`src/rtl/encoder16x4_stream.sv`:
```
// ---------------------------------------------------------------------------
// encoder16x4_stream
//
// Sequential 16-to-4 encoder. A 16-bit request vector is accepted through a
// valid/ready handshake and the 4-bit index of every set bit is emitted, one
// index per output beat, in priority order. This is the inverse of the 4-to-16
// decoder: it turns a decoded or one-hot bus back into binary codes.
//
// Parameters:
//   MSB_FIRST   0 = lowest set index emitted first, 1 = highest first
//
// Ports:
//   clk          system clock, rising edge
//   nrst         asynchronous active-low reset
//   in_valid     in_vec is valid this cycle
//   in_ready     block can accept a vector this cycle
//   in_vec       request vector, bit i set means code i is emitted
//   out_valid    out_code/out_last are valid
//   out_ready    consumer accepts the current beat
//   out_code     binary index of the current set bit
//   out_last     current beat is the final code of the vector
//   zero_err     one-cycle pulse after an all-zero vector was accepted
//   pending_cnt  codes still to emit, including the current one (0..16)
// ---------------------------------------------------------------------------
module encoder16x4_stream #(
    parameter bit MSB_FIRST = 1'b0
) (
    input  logic        clk,
    input  logic        nrst,
    input  logic        in_valid,
    output logic        in_ready,
    input  logic [15:0] in_vec,
    output logic        out_valid,
    input  logic        out_ready,
    output logic [3:0]  out_code,
    output logic        out_last,
    output logic        zero_err,
    output logic [4:0]  pending_cnt
);

    typedef enum logic {
        S_IDLE = 1'b0,
        S_EMIT = 1'b1
    } state_t;

    state_t      r_state;
    logic [15:0] r_pending;
    logic        r_inReady;
    logic        r_outValid;
    logic [3:0]  r_outCode;
    logic        r_outLast;
    logic        r_zeroErr;
    logic [4:0]  r_pendingCnt;

    state_t      w_nextState;
    logic [15:0] w_nextPending;
    logic        w_zeroAccept;
    logic [4:0]  w_nextCnt;

    // Priority pick of the next code to emit; an empty vector yields 0 so
    // out_code rests at 0 while idle.
    function automatic logic [3:0] pickCode(input logic [15:0] v);
        logic [3:0] code;
        code = 4'd0;
        if (MSB_FIRST) begin
            for (int i = 0; i < 16; i++) begin
                if (v[i]) code = 4'(i);
            end
        end else begin
            for (int i = 15; i >= 0; i--) begin
                if (v[i]) code = 4'(i);
            end
        end
        return code;
    endfunction

    function automatic logic [4:0] popCount(input logic [15:0] v);
        logic [4:0] cnt;
        cnt = 5'd0;
        for (int i = 0; i < 16; i++) begin
            cnt = cnt + 5'(v[i]);
        end
        return cnt;
    endfunction

    // Next-state and next-pending decision. In EMIT the transferred bit is
    // cleared using the registered code, which always matches r_pending.
    always_comb begin
        w_nextState   = r_state;
        w_nextPending = r_pending;
        w_zeroAccept  = 1'b0;
        case (r_state)
            S_IDLE: begin
                if (in_valid) begin
                    if (in_vec != 16'd0) begin
                        w_nextPending = in_vec;
                        w_nextState   = S_EMIT;
                    end else begin
                        w_zeroAccept = 1'b1;
                    end
                end
            end
            S_EMIT: begin
                if (out_ready) begin
                    w_nextPending = r_pending & ~(16'd1 << r_outCode);
                    if (r_outLast) w_nextState = S_IDLE;
                end
            end
            default: begin
                w_nextState = S_IDLE;
            end
        endcase
        w_nextCnt = popCount(w_nextPending);
    end

    // All outputs are registered from the next pending value, so each beat
    // appears the cycle after capture/transfer and holds while stalled.
    always_ff @(posedge clk or negedge nrst) begin
        if (!nrst) begin
            r_state      <= S_IDLE;
            r_pending    <= 16'd0;
            r_inReady    <= 1'b1;
            r_outValid   <= 1'b0;
            r_outCode    <= 4'd0;
            r_outLast    <= 1'b0;
            r_zeroErr    <= 1'b0;
            r_pendingCnt <= 5'd0;
        end else begin
            r_state      <= w_nextState;
            r_pending    <= w_nextPending;
            r_inReady    <= (w_nextState == S_IDLE);
            r_outValid   <= (w_nextState == S_EMIT);
            r_outCode    <= pickCode(w_nextPending);
            r_outLast    <= (w_nextCnt == 5'd1);
            r_zeroErr    <= w_zeroAccept;
            r_pendingCnt <= w_nextCnt;
        end
    end

    assign in_ready    = r_inReady;
    assign out_valid   = r_outValid;
    assign out_code    = r_outCode;
    assign out_last    = r_outLast;
    assign zero_err    = r_zeroErr;
    assign pending_cnt = r_pendingCnt;

endmodule
```
`config.mk`:
```
export PLATFORM = sky130hd
export DESIGN_NAME = encoder16x4_stream
export DESIGN_NICKNAME = d
export VERILOG_FILES = /design/src/rtl/encoder16x4_stream.sv
export SDC_FILE = /design/constraint.sdc
export NUM_CORES = 1
export LEC_CHECK = 0
export ABC_AREA = 1
export CAP_MARGIN = 15
export CORE_MARGIN = 10
export CORE_UTILIZATION = 43
export DETAILED_ROUTE_END_ITERATION = 8
export PLACE_DENSITY = 0.67
export SETUP_SLACK_MARGIN = 0.15
export SYNTH_ARGS = -nofsm -noshare
export SYNTH_HDL_FRONTEND = slang
export SYNTH_SLANG_ARGS = --single-unit
```
`constraint.sdc`:
```
create_clock -name clk -period 9.1 [get_ports clk]
set_input_delay 1.82 -clock clk [delete_from_list [all_inputs] [get_ports clk]]
set_output_delay 1.82 -clock clk [all_outputs]
set_load 0.02 [all_outputs]
```
; ---- After elaboration in Yosys (flattened, before gate mapping)
; Cells that the tools add are included.
[op_classes]
bitwise = 4
shifts = 1
reduce_logical = 1
muxes = 28
n_eq_ne = 1
n_addsub = 15
[op_table]
columns = operator, n
row1 = $mux W4, 16
row2 = $add A5 B1 Y5, 11
row3 = $mux W16, 3
row4 = $pmux W16 S2, 1
row5 = $and A16 B16 Y16, 1
row6 = $not A16 Y16, 1
row7 = $reduce_bool A16 Y1, 1
row8 = $shl A1 B4 Y16 const A, 1
row9 = $mux W1, 7
row10 = $add A4 B1 Y5, 1
row11 = $eq A5 B1 Y1 const B, 1
row12 = $add A3 B1 Y4, 1
row13 = $add A2 B1 Y3, 1
row14 = $add A1 B1 Y2, 1
row15 = $not A1 Y1, 2
row16 = $pmux W1 S2, 1
[word_totals]
word_cells = 57
regBits = 29
inputBits = 20

; ---- Longest topological paths before layout
[depth]
depth_word = 21
mapped_depth = 24
ltp_nobuf = 21

; ---- Least setup slack after synthesis
; Ideal clock, no wire load.
[synth_path]
path_kind = in2reg
startpoint = input in_vec[9]
endpoint = register r_outLast, in the netlist out_last
cell_stages = 22
required_time_ns = 8.999
path_slack_ns = 3.223
arrival_ns = 5.776
path_cell_list = nor2_1 nand2_1 nor2_2 nand2_2 nand2_4 buf_12 buf_12 buf_6 nand2_1 o21ai_0 inv_1 fa_1 inv_1 fa_1 fa_1 fa_1 inv_1 ha_1 inv_1 fa_1 xnor2_1 nor4_1
[synth_between]
elab_chain_len = 20
[synth_rtl]
columns = item, line
row1 = from (decl), 32  ; input logic [15:0] in_vec,
row2 = $reduce_bool A16 Y1, 95  ; if (in_vec != 16'd0) begin
row3 = $mux W16, 95
row4 = $mux W16, 94  ; if (in_valid) begin
row5 = $pmux W16 S2, 92  ; case (r_state)
row6 = net w_nextPending[0], 56  ; logic [15:0] w_nextPending;
row7 = $add A1 B1 Y2, 81  ; cnt = cnt + 5'(v[i]);
row8 = $add A2 B1 Y3, 81
row9 = $add A3 B1 Y4, 81
row10 = $add A4 B1 Y5, 81
row11 = $add A5 B1 Y5 (11 in series), 81
row12 = net w_nextCnt[2], 58  ; logic [4:0] w_nextCnt;
row13 = $eq A5 B1 Y1, 134  ; r_outLast <= (w_nextCnt == 5'd1);
row14 = to (signal assigned), 134
row15 = to (decl), 51  ; logic r_outLast;
; The timed path passes the listed nets, and every way through them passes these cells.

; ---- Worst setup path in the final report
[layout_path]
startpoint = input in_vec[1]
endpoint = register r_outLast, in the netlist out_last
[layout_between]
word_cells_on_any_way = 20
cone_classes = add/sub (15) / eq/ne (1) / mux (3) / reduce/logical (1)
[layout_lines]
columns = item, line
row1 = $reduce_bool A16 Y1, 95
row2 = $mux W16, 95
row3 = $mux W16, 94
row4 = $pmux W16 S2, 92
row5 = net w_nextPending[7], 56
row6 = $add A5 B1 Y5 (9 in series), 81
row7 = net w_nextCnt[2], 58
row8 = $eq A5 B1 Y1, 134
; The timed path passes the listed nets, and every way through them passes these cells.

==> results.toml <==
[critical_path]
r2r_cells = 14
slowest_delay_ns = 0.53
critPathKind = "primary input to register"
critPathMaxFanout = 30
crit_start = "in_vec[1]"
slowest_stage = "fa_1"
start_kind = "primary input"
r2r-start = "out_valid"
end_kind = "register"
r2r_setup_slack_ns = 4.53
crit_top_cell = "fa_1"
r2r-end = "out_last"
required_ns = 9.28
crit_end = "out_last"
crit_chain = "clkdlybuf4s50_1 -> nor2_1 -> nand2_1 -> nor2_2 -> nand2_2 -> nand2_4 -> nand2_1 -> o21ai_1 -> inv_1 -> fa_1 -> inv_1 -> fa_1 -> fa_1 -> fa_1 -> inv_1 -> ha_1 -> inv_1 -> fa_1 -> xnor2_1 -> nor4_1"
critical_path_arrival_ns = 6.43

[placement]
place_inst = 291
place_hpwl_mm = 3.50
io_buffers = 32
place_congestion = 0.861

[routing]
dr_total_vias = 1466
drt_iter0_drc = 107
dr.pass1.iters = 4
vias_per_cell = 4.90
drt-total-wl_mm = 4.21
ant_nets = 0
post-route-drc-count = 0
wl_met2_mm = 2.16
drt-met1-wl_mm = 1.80
wl_met3_um = 208
top_layer = "met4"
drt-wirelength-per-cell_um = 14.1

[timing]
max_freq_mhz = 160
rsz0062_at_grt = "false"
final.period_utilization_pct = 68.7
setup_tns_ns = 0
maxSlewHeadroom_pct = 64.5
hold_viol = 0
worst_pin_slew_ns = 0.527
finalSetupViolCount = 0
clock_skew_ns = 0.00350
drv_slew = 0
period_minus_slack_ns = 6.25

[clock_tree]
numCtsBuffers = 5
cts_setup_buffers = 0
clockRootBuffer = "clkbuf_8"
cts_tree = "done"
cts-htree-levels = 2
cts_resized = 0
clk_path_buf_depth = 2
clkTransAtPathRegs_ns = 0.06
holdBufCountCts = 0
clkSinkCount = 29
clock_latency_ns = 0.27

[synthesis]
syn_area_um2 = 1840
ys_seq_elements = 29
syn_avg_cell_area_um2 = 8.68
yosysSeqAreaShare_pct = 39.5
synth_cells = 212
synth_cell_types = 33
synthesis.nets = 247
synthTopCellsByArea = "dfrtp_1 (38%), fa_1 (11%), nand2_1 (8.2%), inv_1 (8.0%), nand3_1 (4.1%)"
ys_warn_count = 0
synth_area_leader_cell = "dfrtp_1"
synth.top_cell.area_share_pct = 38.1

[grt]
antenna_found_initial = 0
first_global_vias = 1467
grt_use_total_pct = 11.8
overflow = 0
grt_pass1_wl_mm = 6.96
grt_max_degree = 31

[final_layout]
layout_common_cells = "nand2_1 (40), inv_1 (39), clkdlybuf4s50_1 (32), dfrtp_1 (28), nand3_1 (15)"
synthToLayoutAreaGrowth_pct = 24.6
drive_gt1_share_pct = 10.8
final_nets = 283
instances_no_fill = 299
diodes = 0
final_common_cell = "nand2_1"

[flow_run]
maxCapViolCount = 0

[floorplan]
rows = 23
start_util_pct = 45.3
die_w_um = 85.4
core_um2 = 4060
fp.dieArea_um2 = 7290
ioPinCount = 33
fp.dieH_um = 85.4

[hold_path]
min_path_type = "register to register"

[run_status]
status = "finished, final reports clean"
==> worst min-delay path by stage <==
stage / slack (ns) / from / depth (start not counted) / endpoint
after floorplan: 0.54 / r_pending[6] / 2 / r_pending[6]
after global placement: 0.59 / out_last / 3 / out_valid
after detailed placement: 0.59 / r_pending[6] / 2 / r_pending[6]
after CTS: 0.61 / r_pending[6] / 2 / r_pending[6]
after global routing: 0.64 / r_pending[6] / 2 / r_pending[6]
final: 0.60 / r_pending[6] / 2 / r_pending[6]
==> logic make-up after synthesis <==
group / Yosys count / synth area share [%]
AO/OA/AOI/OAI: 34 / 10.9
XOR/XNOR: 2 / 0.953
adder cells (fa/ha/maj): 15 / 14.3
buffers and inverters: 46 / 11.6
flip-flops: 29 / 39.5
AND/OR/NAND/NOR: 86 / 22.8
==> routing by layer <==
| layer | global-route usage (%) | up-vias |
|---|---|---|
| li1 | - | 740 |
| met1 | 14.4 | 693 |
| met2 | 19.6 | 31 |
| met3 | 2.87 | 2 |
| met4 | 3.89 | 0 |
| met5 | 0 | - |
==> area by class of cell <==
| cell class | count | area, um^2 |
|---|---|---|
| Clock buffer | 7 | 86.3 |
| Clock inverter | 1 | 30.0 |
| Fill cell | 368 | 1770 |
| Inverter | 42 | 158 |
| Multi-Input combinational cell | 137 | 900 |
| Sequential cell | 29 | 727 |
| Tap cell | 50 | 62.6 |
| Timing Repair Buffer | 33 | 328 |
==> cell usage after synthesis <==
library cell / number
nand2_1: 40
inv_1: 39
dfrtp_1: 28
nand3_1: 15
o21ai_0: 14
nor2_1: 12
fa_1: 10
o21ai_1: 7
ha_1: 5
nor3_1: 5
nand2_2: 4
a21oi_1: 3
inv_2: 3
o211ai_1: 3
o21ai_2: 3
a21boi_1: 2
buf_12: 2
nor2_2: 2
a21oi_2: 1
and3_1: 1
buf_6: 1
clkbuf_1: 1
dfstp_2: 1
nand2_4: 1
nand3_2: 1
nand3b_1: 1
nor2_4: 1
nor4_1: 1
nor4_2: 1
nor4_4: 1
o21a_1: 1
xnor2_1: 1
xor2_1: 1
==> through the flow <==
step / hold slack, ns / utilization [%] / worst slack (ns) / area (um^2)
global placement: 0.585 / 53.6 / 2.64 / 2170
detailed placement: 0.591 / 53.6 / 2.54 / 2170
CTS: 0.606 / 56.5 / 2.83 / 2290
finish: 0.597 / 56.5 / 2.85 / 2290
global route: 0.641 / 56.5 / 2.54 / 2290
floorplan: 0.539 / - / 3.22 / 1840
==> state kept, by name (all words and copies together), names as in the netlist <==
register,count
pending_cnt,5
out_last,1
zero_err,1
out_valid,1
in_ready,1
r_pending,16
out_code,4
==> critical path: cells and delay by family <==
kind	cells	cell delay, ns
and+or+nand+nor	7	1.02
adders and majority gates	6	2.48
AOI/OAI and AO/OA	1	0.16
buffers and inverters	5	0.77
xor gates and xnor gates	1	0.16
Power is left out: the tool's default activity adds up to more than one toggle a clock period on the data nets, which glitch-free logic cannot reach.
